File: src/rtl/axis_spi_master_if.sv
// AXI-Stream TX/RX channel bundle for the SPI master engine.
// The slave modport is the engine's view; the master modport is the upstream/downstream peer's view.
interface axis_spi_master_if #(
    parameter int DATA_WIDTH = 8
);
    logic [DATA_WIDTH-1:0] s_axis_tdata;
    logic                  s_axis_tvalid;
    logic                  s_axis_tlast;
    logic                  s_axis_tready;
    logic [DATA_WIDTH-1:0] m_axis_tdata;
    logic                  m_axis_tvalid;
    logic                  m_axis_tready;

    modport slave (
        input  s_axis_tdata, s_axis_tvalid, s_axis_tlast,
        output s_axis_tready,
        output m_axis_tdata, m_axis_tvalid,
        input  m_axis_tready
    );

    modport master (
        output s_axis_tdata, s_axis_tvalid, s_axis_tlast,
        input  s_axis_tready,
        input  m_axis_tdata, m_axis_tvalid,
        output m_axis_tready
    );
endinterface

File: src/rtl/axis_spi_master.sv
// SPI master shift engine: AXI-Stream TX bytes out on MOSI, MISO bytes back on AXI-Stream, SPI modes 0-3.
// Optional macro AXIS_SPI_TLAST_CS_EN keeps CS low across bytes until a byte carrying s_axis_tlast completes.
module axis_spi_master #(
    parameter int DATA_WIDTH    = 8,
    parameter int DIVIDER_WIDTH = 32
) (
    input  logic                     clk_i,
    input  logic                     arstn_i,
    input  logic [DIVIDER_WIDTH-1:0] clk_divider_i,
    input  logic                     cpol_i,
    input  logic                     cpha_i,
    axis_spi_master_if.slave         axis,
    output logic                     spi_sclk_o,
    output logic                     spi_cs_n_o,
    output logic                     spi_mosi_o,
    input  logic                     spi_miso_i
);
    localparam int                EDGE_W    = $clog2(2 * DATA_WIDTH);
    localparam logic [EDGE_W-1:0] EDGE_LAST = EDGE_W'(2 * DATA_WIDTH - 1);

    typedef enum logic [1:0] {IDLE, SETUP, SHIFT, HOLD} state_t;
    state_t state_q, state_d;

    logic [DIVIDER_WIDTH-1:0] div_q;
    logic [DIVIDER_WIDTH-1:0] div_cnt_q;
    logic [EDGE_W-1:0]        edge_cnt_q;
    logic [DATA_WIDTH-1:0]    tx_sr_q;
    logic [DATA_WIDTH-1:0]    rx_sr_q;
    logic [DATA_WIDTH-1:0]    rx_data_q;
    logic                     rx_valid_q;
    logic                     ready_en_q;
    logic                     cpol_q;
    logic                     cpha_q;
    logic                     tlast_q;
    logic                     sclk_q;
    logic                     cs_n_q;
    logic                     mosi_q;
    logic                     tick;
    logic                     last_edge;
    logic                     tx_ready;
    logic                     accept;
    logic                     cs_held;
    logic                     frame_end;

`ifdef AXIS_SPI_TLAST_CS_EN
    assign cs_held   = !cs_n_q;
    assign frame_end = tlast_q;
`else
    logic unused_tlast;
    assign unused_tlast = tlast_q;
    assign cs_held      = 1'b0;
    assign frame_end    = 1'b1;
`endif

    assign tick      = (div_cnt_q == div_q - DIVIDER_WIDTH'(1));
    assign last_edge = (edge_cnt_q == EDGE_LAST);
    assign accept    = tx_ready && axis.s_axis_tvalid;

    always_ff @(posedge clk_i or negedge arstn_i) begin
        if (!arstn_i) state_q <= IDLE;
        else          state_q <= state_d;
    end

    // ready_en_q keeps s_axis_tready low until the first clock after reset release
    always_comb begin
        state_d  = state_q;
        tx_ready = 1'b0;
        case (state_q)
            IDLE: begin
                tx_ready = ready_en_q && !rx_valid_q;
                if (tx_ready && axis.s_axis_tvalid) state_d = cs_held ? SHIFT : SETUP;
            end
            SETUP: if (tick) state_d = SHIFT;
            SHIFT: if (tick && last_edge) state_d = HOLD;
            HOLD:  if (tick) state_d = IDLE;
            default: state_d = IDLE;
        endcase
    end

    always_ff @(posedge clk_i or negedge arstn_i) begin
        if (!arstn_i) begin
            div_q      <= DIVIDER_WIDTH'(1);
            div_cnt_q  <= '0;
            edge_cnt_q <= '0;
            tx_sr_q    <= '0;
            rx_sr_q    <= '0;
            rx_data_q  <= '0;
            rx_valid_q <= 1'b0;
            ready_en_q <= 1'b0;
            cpol_q     <= 1'b0;
            cpha_q     <= 1'b0;
            tlast_q    <= 1'b0;
            sclk_q     <= 1'b0;
            cs_n_q     <= 1'b1;
            mosi_q     <= 1'b0;
        end else begin
            ready_en_q <= 1'b1;
            if (rx_valid_q && axis.m_axis_tready) rx_valid_q <= 1'b0;

            if (state_q == IDLE || tick) div_cnt_q <= '0;
            else                         div_cnt_q <= div_cnt_q + DIVIDER_WIDTH'(1);

            case (state_q)
                IDLE: begin
                    sclk_q     <= cs_n_q ? cpol_i : cpol_q;
                    edge_cnt_q <= '0;
                    if (accept) begin
                        cpol_q  <= cpol_i;
                        cpha_q  <= cpha_i;
                        tlast_q <= axis.s_axis_tlast;
                        div_q   <= (clk_divider_i == '0) ? DIVIDER_WIDTH'(1) : clk_divider_i;
                        // cpha=0 already presents the MSB, so the register starts one bit ahead
                        tx_sr_q <= cpha_i ? axis.s_axis_tdata : (axis.s_axis_tdata << 1);
                        mosi_q  <= axis.s_axis_tdata[DATA_WIDTH-1];
                        cs_n_q  <= 1'b0;
                        sclk_q  <= cpol_i;
                    end
                end
                SHIFT: begin
                    if (tick) begin
                        sclk_q     <= ~sclk_q;
                        edge_cnt_q <= edge_cnt_q + EDGE_W'(1);
                        // even edge count = leading edge; sample edge is leading for cpha=0
                        if (edge_cnt_q[0] == cpha_q) begin
                            rx_sr_q <= {rx_sr_q[DATA_WIDTH-2:0], spi_miso_i};
                        end else begin
                            mosi_q  <= tx_sr_q[DATA_WIDTH-1];
                            tx_sr_q <= tx_sr_q << 1;
                        end
                    end
                end
                HOLD: begin
                    if (tick) begin
                        rx_valid_q <= 1'b1;
                        rx_data_q  <= rx_sr_q;
                        if (frame_end) cs_n_q <= 1'b1;
                    end
                end
                default: ;
            endcase
        end
    end

    assign axis.s_axis_tready = tx_ready;
    assign axis.m_axis_tdata  = rx_data_q;
    assign axis.m_axis_tvalid = rx_valid_q;
    assign spi_sclk_o         = sclk_q;
    assign spi_cs_n_o         = cs_n_q;
    assign spi_mosi_o         = mosi_q;
endmodule

File: src/flat_wrapper.sv
// flat-port wrapper written by rule: the top's interface ports become plain ports
module axis_spi_master_flat 
#(
    parameter int DATA_WIDTH    = 8,
    parameter int DIVIDER_WIDTH = 32
)
  (clk_i, arstn_i, clk_divider_i, cpol_i, cpha_i, spi_sclk_o, spi_cs_n_o, spi_mosi_o, spi_miso_i, axis_s_axis_tdata, axis_s_axis_tvalid, axis_s_axis_tlast, axis_s_axis_tready, axis_m_axis_tdata, axis_m_axis_tvalid, axis_m_axis_tready);
  axis_spi_master_if #(.DATA_WIDTH(DATA_WIDTH)) axis_i ();
  input  logic clk_i;
  input  logic arstn_i;
  input  logic [DIVIDER_WIDTH-1:0] clk_divider_i;
  input  logic cpol_i;
  input  logic cpha_i;
  output logic spi_sclk_o;
  output logic spi_cs_n_o;
  output logic spi_mosi_o;
  input  logic spi_miso_i;
  input wire logic [$bits(axis_i.s_axis_tdata)-1:0] axis_s_axis_tdata;
  input wire logic [$bits(axis_i.s_axis_tvalid)-1:0] axis_s_axis_tvalid;
  input wire logic [$bits(axis_i.s_axis_tlast)-1:0] axis_s_axis_tlast;
  output wire logic [$bits(axis_i.s_axis_tready)-1:0] axis_s_axis_tready;
  output wire logic [$bits(axis_i.m_axis_tdata)-1:0] axis_m_axis_tdata;
  output wire logic [$bits(axis_i.m_axis_tvalid)-1:0] axis_m_axis_tvalid;
  input wire logic [$bits(axis_i.m_axis_tready)-1:0] axis_m_axis_tready;
  assign axis_i.s_axis_tdata = axis_s_axis_tdata;
  assign axis_i.s_axis_tvalid = axis_s_axis_tvalid;
  assign axis_i.s_axis_tlast = axis_s_axis_tlast;
  assign axis_s_axis_tready = axis_i.s_axis_tready;
  assign axis_m_axis_tdata = axis_i.m_axis_tdata;
  assign axis_m_axis_tvalid = axis_i.m_axis_tvalid;
  assign axis_i.m_axis_tready = axis_m_axis_tready;
  axis_spi_master #(.DATA_WIDTH(DATA_WIDTH), .DIVIDER_WIDTH(DIVIDER_WIDTH)) u_core (.clk_i(clk_i), .arstn_i(arstn_i), .clk_divider_i(clk_divider_i), .cpol_i(cpol_i), .cpha_i(cpha_i), .axis(axis_i), .spi_sclk_o(spi_sclk_o), .spi_cs_n_o(spi_cs_n_o), .spi_mosi_o(spi_mosi_o), .spi_miso_i(spi_miso_i));
endmodule
File: config.mk
export PLATFORM = sky130hd
export DESIGN_NAME = axis_spi_master_flat
export DESIGN_NICKNAME = d
export VERILOG_FILES = /design/src/rtl/axis_spi_master_if.sv /design/src/rtl/axis_spi_master.sv /design/src/flat_wrapper.sv
export SDC_FILE = /design/constraint.sdc
export NUM_CORES = 1
export LEC_CHECK = 0
export ABC_AREA = 0
export BUFFER_PORTS_ARGS = -buffer_cell sky130_fd_sc_hd__buf_2
export CAP_MARGIN = 5
export CORE_MARGIN = 5
export CORE_UTILIZATION = 40
export DETAILED_ROUTE_END_ITERATION = 10
export GPL_ROUTABILITY_DRIVEN = 1
export PLACE_DENSITY_LB_ADDON = 0.3
export SETUP_SLACK_MARGIN = 0.05
export SLEW_MARGIN = 5
export SYNTH_ARGS = -nofsm -noshare
export SYNTH_HDL_FRONTEND = slang
export SYNTH_SLANG_ARGS = --single-unit
File: constraint.sdc
create_clock -name clk_i -period 9.44 [get_ports clk_i]
set_input_delay 1.888 -clock clk_i [delete_from_list [all_inputs] [get_ports clk_i]]
set_output_delay 1.888 -clock clk_i [all_outputs]
set_load 0.01 [all_outputs]
==> impl_metrics.ini, run 1 <==
[run_status]
outcome = finished clean

[final_layout]
drive_gt1_share_pct = 23.6
area_growth_pct = 13.1
postLayoutCellArea_um2 = 6480
multi_input_area_um2 = 3040
nNetsFinal = 673
seqCellArea_um2 = 2530
diodes = 0
final.fill_count = 1360
final_cells = 803
post-route-util_pct = 46.3

[global_routing]
top_usage_layer = met2
use_met2_pct = 27.3
track_usage_pct = 16.6
grt_max_degree = 62
grt_pass1_vias = 4529
antenna_found_initial = 0
met1_usage_pct = 21.6
grtUsageMet3_pct = 4.29
grt_pass1_wl_mm = 22.3
gr-total-overflow = 0

[detailed_routing]
finalWirelength_mm = 13.1
antenna_left = 0
drt_iter0_markers = 217
via_count = 4459
drcViolationCount = 0
routedWlPerCell_um = 16.3
viasPerCell = 5.55
firstDrtPassIters = 4

[timing]
fin_skew_ns = 0.00696
fin_ws_ns = 4.73
final_hold_viol_count = 0
fin_setup_tns_ns = 0
finalSetupViolations = 0
worst_pin_slew_ns = 1.09
hold_ws_ns = 0.506
fmax_mhz = 212
slew_violations = 0
period_minus_slack_ns = 4.71
max_slew_margin_pct = 26.6
rsz0062_at_grt = false
finalCritPeriodShare_pct = 49.9

[clocking]
cts-root-buf = clkbuf_16
clkTransAtPathRegs_ns = 0.07
ctsHoldBuffers = 0
cts_max_level = 3
clock_sinks = 101
post-cts-setup-buffer-count = 0
worstSkewPairLatency_ns = 0.35
clock_path_buffers = 2
cts_tree = done
cts_buffers = 9
post_cts_resized = 0

[pwr]
total_power_mw = 1.62
vdd_drop_max_v = 0.000180
power_density_nw_per_um2 = 250
power_leakage_nw = 2.82

[placed_design]
dpl_cell_area_um2 = 6190
dp_cells = 787
place.port_buffers = 59
gp_congestion = 0.867
place_ws_ns = 4.74
hpwl_mm = 9.54

[synthesis]
synth_area_leaders = dfrtp_1 43%, mux2_2 11%, xnor2_1 5.2%
syn_avg_cell_area_um2 = 10.1
ys_types = 60
netlist.top_cell.by_area = dfrtp_1
synth_edf_count = 0
synth_flop_cell = dfrtp_1
synth-xor-area-share_pct = 10.4
yosysSeqAreaShare_pct = 44.2
synthArstFlopShare_pct = 100
synth_top_area_share_pct = 43.3
synth_top_family_by_area = simple AND/OR/NAND/NOR gates
synth_most_common_cell = dfrtp_1
yosys_warnings = 0
syn_nets = 624
synth_common_cells = 99 x dfrtp_1, 60 x nor2_1, 57 x mux2_2
synth_compound_area_share_pct = 8.65
synth_mux_area_share_pct = 12.1
synthSimpleGateAreaFrac_pct = 20.4
synth_fa_ha_area_share_pct = 1.53
netlist_area_um2 = 5730
synthCells = 569
ys_ff_latch = 101

[floorplanning]
core_um2 = 14000
die_w_um = 130
die-height_um = 130
num_rows = 43
start_util_pct = 40.9
ioPinCount = 61
die-area_um2 = 16800

[critical_path]
cp_common_cell = or4_1
crit_type = flip-flop to flip-flop
start_kind = flip-flop
critPathMaxFanout = 17
slowest_delay_ns = 0.87
crit_slowest_cell = or4_1
cp_data_required_time_ns = 9.68
crit_chain = or4_1, or4_1, nor4_1, o22ai_1, or4_4, or4_1, nor3_4, mux2_2
path_buf_inv = 0
worstPathArrival_ns = 4.95
critPathTopFamily = simple AND/OR/NAND/NOR gates
worstSetupEndpointType = flip-flop

[worst_hold_path]
hold_class = flip-flop to flip-flop

[flow_run]
maxCapViolations = 0
==> cell type report <==
| type | instances | share of cell area, % |
|---|---|---|
| clock inverters | 7 | 1.02 |
| clock buffers | 9 | 3.48 |
| well taps | 180 | 3.48 |
| flip-flops and latches | 101 | 39.1 |
| repair buffers | 64 | 5.18 |
| multi-input cells | 428 | 47.0 |
| inverters | 14 | 0.811 |
==> placed cells by master, fill, tap and decap left out, types with 10 or more instances in the layout <==
cell     netlist  routed
dfrtp_1       99      99
nor2_1        60      60
buf_2          4      58
mux2_2        57      57
xor2_1        34      34
xnor2_1       34      34
nand3_1       26      26
nor3_1        25      25
nand2_1       24      24
nor4_1        18      18
inv_1         13      13
o21ai_0       12      12
and3_1        12      12
nand4_1       11      11
or4_1         10      10
o22ai_1       10      10
==> worst register-to-register path: cells and delay by family (launching register included) <==
family	cells	cell delay, ns
multiplexers	1	0.40
flip-flops	1	0.47
AO/OA/AOI/OAI	1	0.11
AND/OR/NAND/NOR	6	3.62
==> worst paths after layout <==
check,from,to,slack (ns),depth (start not counted)
worst max-delay path,u_core.div_q[4]$_DFFE_PN0P_,u_core.rx_sr_q[1]$_DFFE_PN0P_,4.73,8
worst min-delay path,u_core.axis.m_axis_tdata[1]$_DFFE_PN0P_,u_core.axis.m_axis_tdata[1]$_DFFE_PN0P_,0.51,1
worst max register to register,u_core.div_q[4]$_DFFE_PN0P_,u_core.rx_sr_q[1]$_DFFE_PN0P_,4.73,8
worst min register to register,u_core.axis.m_axis_tdata[1]$_DFFE_PN0P_,u_core.axis.m_axis_tdata[1]$_DFFE_PN0P_,0.51,1
max in group asynchronous,arstn_i,u_core.tx_sr_q[2]$_DFFE_PN0P_,6.78,2
min in group asynchronous,arstn_i,u_core.div_cnt_q[29]$_DFF_PN0_,1.50,1
==> state kept, by name (all words and copies together) (netlist names), 2 cells and up <==
signal                    flops
u_core.state_q                2
u_core.edge_cnt_q             4
u_core.tx_sr_q                8
u_core.div_q                 32
u_core.div_cnt_q             32
u_core.axis.m_axis_tdata      8
u_core.rx_sr_q                8
==> where the power goes <==
group	total (mW)	leakage [nW]	switching, mW	internal [mW]
sequential	0.693	1.30	0.152	0.542
clock	0.363	0.144	0.177	0.186
combinational	0.565	1.38	0.297	0.268
==> cells by family after synthesis <==
group | count (synthesis)
XOR/XNOR | 68
other | 1
flip-flops | 101
multiplexers | 62
AND/OR/NAND/NOR | 221
buffers and inverters | 40
AO/OA/AOI/OAI | 69
adder cells (fa/ha/maj) | 7
==> routing by layer <==
| metal | part of all wire, % | vias up |
|---|---|---|
| met5 | 0 | - |
| met4 | 1.7 | 0 |
| met3 | 4.4 | 16 |
| met2 | 49 | 95 |
| met1 | 45 | 2177 |
| li1 | - | 2171 |
(Power assumes the default switching activity.)
==> run 2, diff against run 1 <==
==> constraint.sdc (replaced) <==
create_clock -name clk_i -period 4.15 [get_ports clk_i]
set_input_delay 0.83 -clock clk_i [delete_from_list [all_inputs] [get_ports clk_i]]
set_output_delay 0.83 -clock clk_i [all_outputs]
set_load 0.01 [all_outputs]
==> run 2 against run 1 <==
  * Critical path depth increased by 3
  * Combinational power increased to 2.7 times the previous value
  * Design area increased by 3.4%
  * Final cell count increased by 3.1%
  * Clock power increased by 140%
  * Critical path type unchanged
  * Highest routed layer unchanged
==> impl_metrics.ini, run 2 (same netlist as run 1, synthesis figures left out) <==
[timing]
final_hold_viol_count = 0
period_minus_slack_ns = 3.94
fin_skew_ns = 0.0128
worst_pin_slew_ns = 0.950
max_slew_margin_pct = 36.7
finalSetupViolations = 0
finalCritPeriodShare_pct = 95.0
slew_violations = 0
fmax_mhz = 254
rsz0062_at_grt = false
fin_ws_ns = 0.206
fin_setup_tns_ns = 0
hold_ws_ns = 0.511

[clocking]
clock_path_buffers = 2
worstSkewPairLatency_ns = 0.36
clkTransAtPathRegs_ns = 0.08
cts-root-buf = clkbuf_16
cts_tree = done
cts_buffers = 9
clock_sinks = 101
cts_max_level = 3
ctsHoldBuffers = 0

[detailed_routing]
drcViolationCount = 0
antenna_left = 0
routedWlPerCell_um = 16.2
drt_iter0_markers = 328
finalWirelength_mm = 13.4
viasPerCell = 5.51
firstDrtPassIters = 4
via_count = 4562

[pwr]
p_seq_share_pct = 38.3
vdd_drop_max_v = 0.000249
power_density_nw_per_um2 = 578
switching_power_mw = 1.48
clock_power_share_pct = 22.2
swShare_pct = 38.1
power_leakage_nw = 2.95
comb_power_share_pct = 39.5
internal_power_mw = 2.40

[global_routing]
grt_max_degree = 76
antenna_found_initial = 0
gr-total-overflow = 0
track_usage_pct = 16.8
grt_pass1_wl_mm = 22.6
grt_pass1_vias = 4551

[final_layout]
final_common_cell = dfrtp_1
top_regs = u_core.div_cnt_q x32, u_core.div_q x32
mostFrequentLayoutCells = 99 x dfrtp_1, 60 x nor2_1, 58 x buf_2
post-route-util_pct = 47.9
drive_gt1_share_pct = 26.7
nNetsFinal = 698
postLayoutCellArea_um2 = 6700
diodes = 0
area_growth_pct = 17.0

[placed_design]
gp_congestion = 0.856
place_ws_ns = 0.0808
hpwl_mm = 9.95
place.port_buffers = 59
dpl_cell_area_um2 = 6390

[flow_run]
maxCapViolations = 0

[critical_path]
crit_chain = inv_1, ha_1, or3b_2, or4_1, nor4_1, o22ai_1, or4_4, or4_4, nor3_4, buf_4, mux2_2
worstPathArrival_ns = 4.19
crit_slowest_cell = or4_4
worstSetupEndpointType = flip-flop
critPathTopFamily = simple AND/OR/NAND/NOR gates
ff2ff_setup_slack_ns = 0.21
cp_common_cell = or4_4
path_buf_inv = 2
cp_data_required_time_ns = 4.40
start_kind = flip-flop
slowest_delay_ns = 0.57
crit_type = flip-flop to flip-flop
critPathMaxFanout = 8

[floorplanning]
start_util_pct = 40.9
ioPinCount = 61
num_rows = 43
core_um2 = 14000
die_w_um = 130
die-height_um = 130
die-area_um2 = 16800

[run_status]
outcome = finished clean

[worst_hold_path]
hold_class = flip-flop to flip-flop
## run 2: cell types whose count changed in the layout (fill, tap and decap cells not counted), moves of 2 or more
cell / before / now
buf_4: 6 / 30
clkinv_4: 3 / 1
clkinv_8: 0 / 2
o21ai_0: 12 / 10
o21ai_1: 0 / 2
## run 2: final cells by class
cell class	instances	area (µm²)
fillers	1312	7290
multi-input cells	428	3050
flip-flops and latches	101	2530
repair buffers	89	536
clock buffers	9	225
well taps	180	225
clock inverters	7	83.8
inverters	14	52.6
## run 2: worst register-to-register path, delay by kind of cell (launching register included)
family	cells	cell delay, ns
AND/OR/NAND/NOR	6	2.54
adder cells (fa/ha/maj)	1	0.18
AO/OA/AOI/OAI	1	0.11
buffers and inverters	2	0.27
flip-flops	1	0.41
multiplexers	1	0.35
## run 2: power by group through the flow
stage	logic (mW)	clock network, mW	registers, mW
after global routing	1.71	0.926	1.53
final	1.53	0.861	1.48
after CTS	1.54	0.890	1.48
after detailed placement	1.53	0	1.50
after global placement	1.48	0	1.49
after floorplan	1.06	0	1.46
## run 2: through the flow
step / cells / power, mW
2_1_floorplan: 569 / 2.52
6_report: 828 / 3.87
5_1_grt: 828 / 4.16
4_1_cts: 828 / 3.91
3_3_place_gp: 812 / 2.97
3_5_place_dp: 812 / 3.03
## run 2: metal layers
layer | GRT usage [%] | routed length [µm] | vias to the layer above
met4 | 3.97 | 144 | 0
met3 | 4.58 | 649 | 17
li1 | - | - | 2212
met1 | 21.7 | 6110 | 2245
met5 | 0 | 0 | -
met2 | 28.1 | 6530 | 88
## run 2: path summary, 6_finish.rpt
| check | from | end | depth (start not counted) |
|---|---|---|---|
| worst min-delay path | u_core.rx_sr_q[7]$_DFFE_PN0P_ | u_core.axis.m_axis_tdata[7]$_DFFE_PN0P_ | 1 |
| max in group asynchronous | arstn_i | u_core.div_cnt_q[12]$_DFF_PN0_ | 2 |
| min in group asynchronous | arstn_i | u_core.div_q[31]$_DFFE_PN0P_ | 1 |
| worst max register to register | u_core.div_q[1]$_DFFE_PN0P_ | u_core.rx_sr_q[6]$_DFFE_PN0P_ | 11 |
| worst min register to register | u_core.rx_sr_q[7]$_DFFE_PN0P_ | u_core.axis.m_axis_tdata[7]$_DFFE_PN0P_ | 1 |
| worst max-delay path | u_core.div_q[1]$_DFFE_PN0P_ | u_core.rx_sr_q[6]$_DFFE_PN0P_ | 11 |
## run 2: repair_timing
| item | in CTS | in global routing |
|---|---|---|
| resized for setup | 0 | 3 |
| setup buffers | 0 | 0 |
| endpoints found under the setup margin | 0 | 46 |
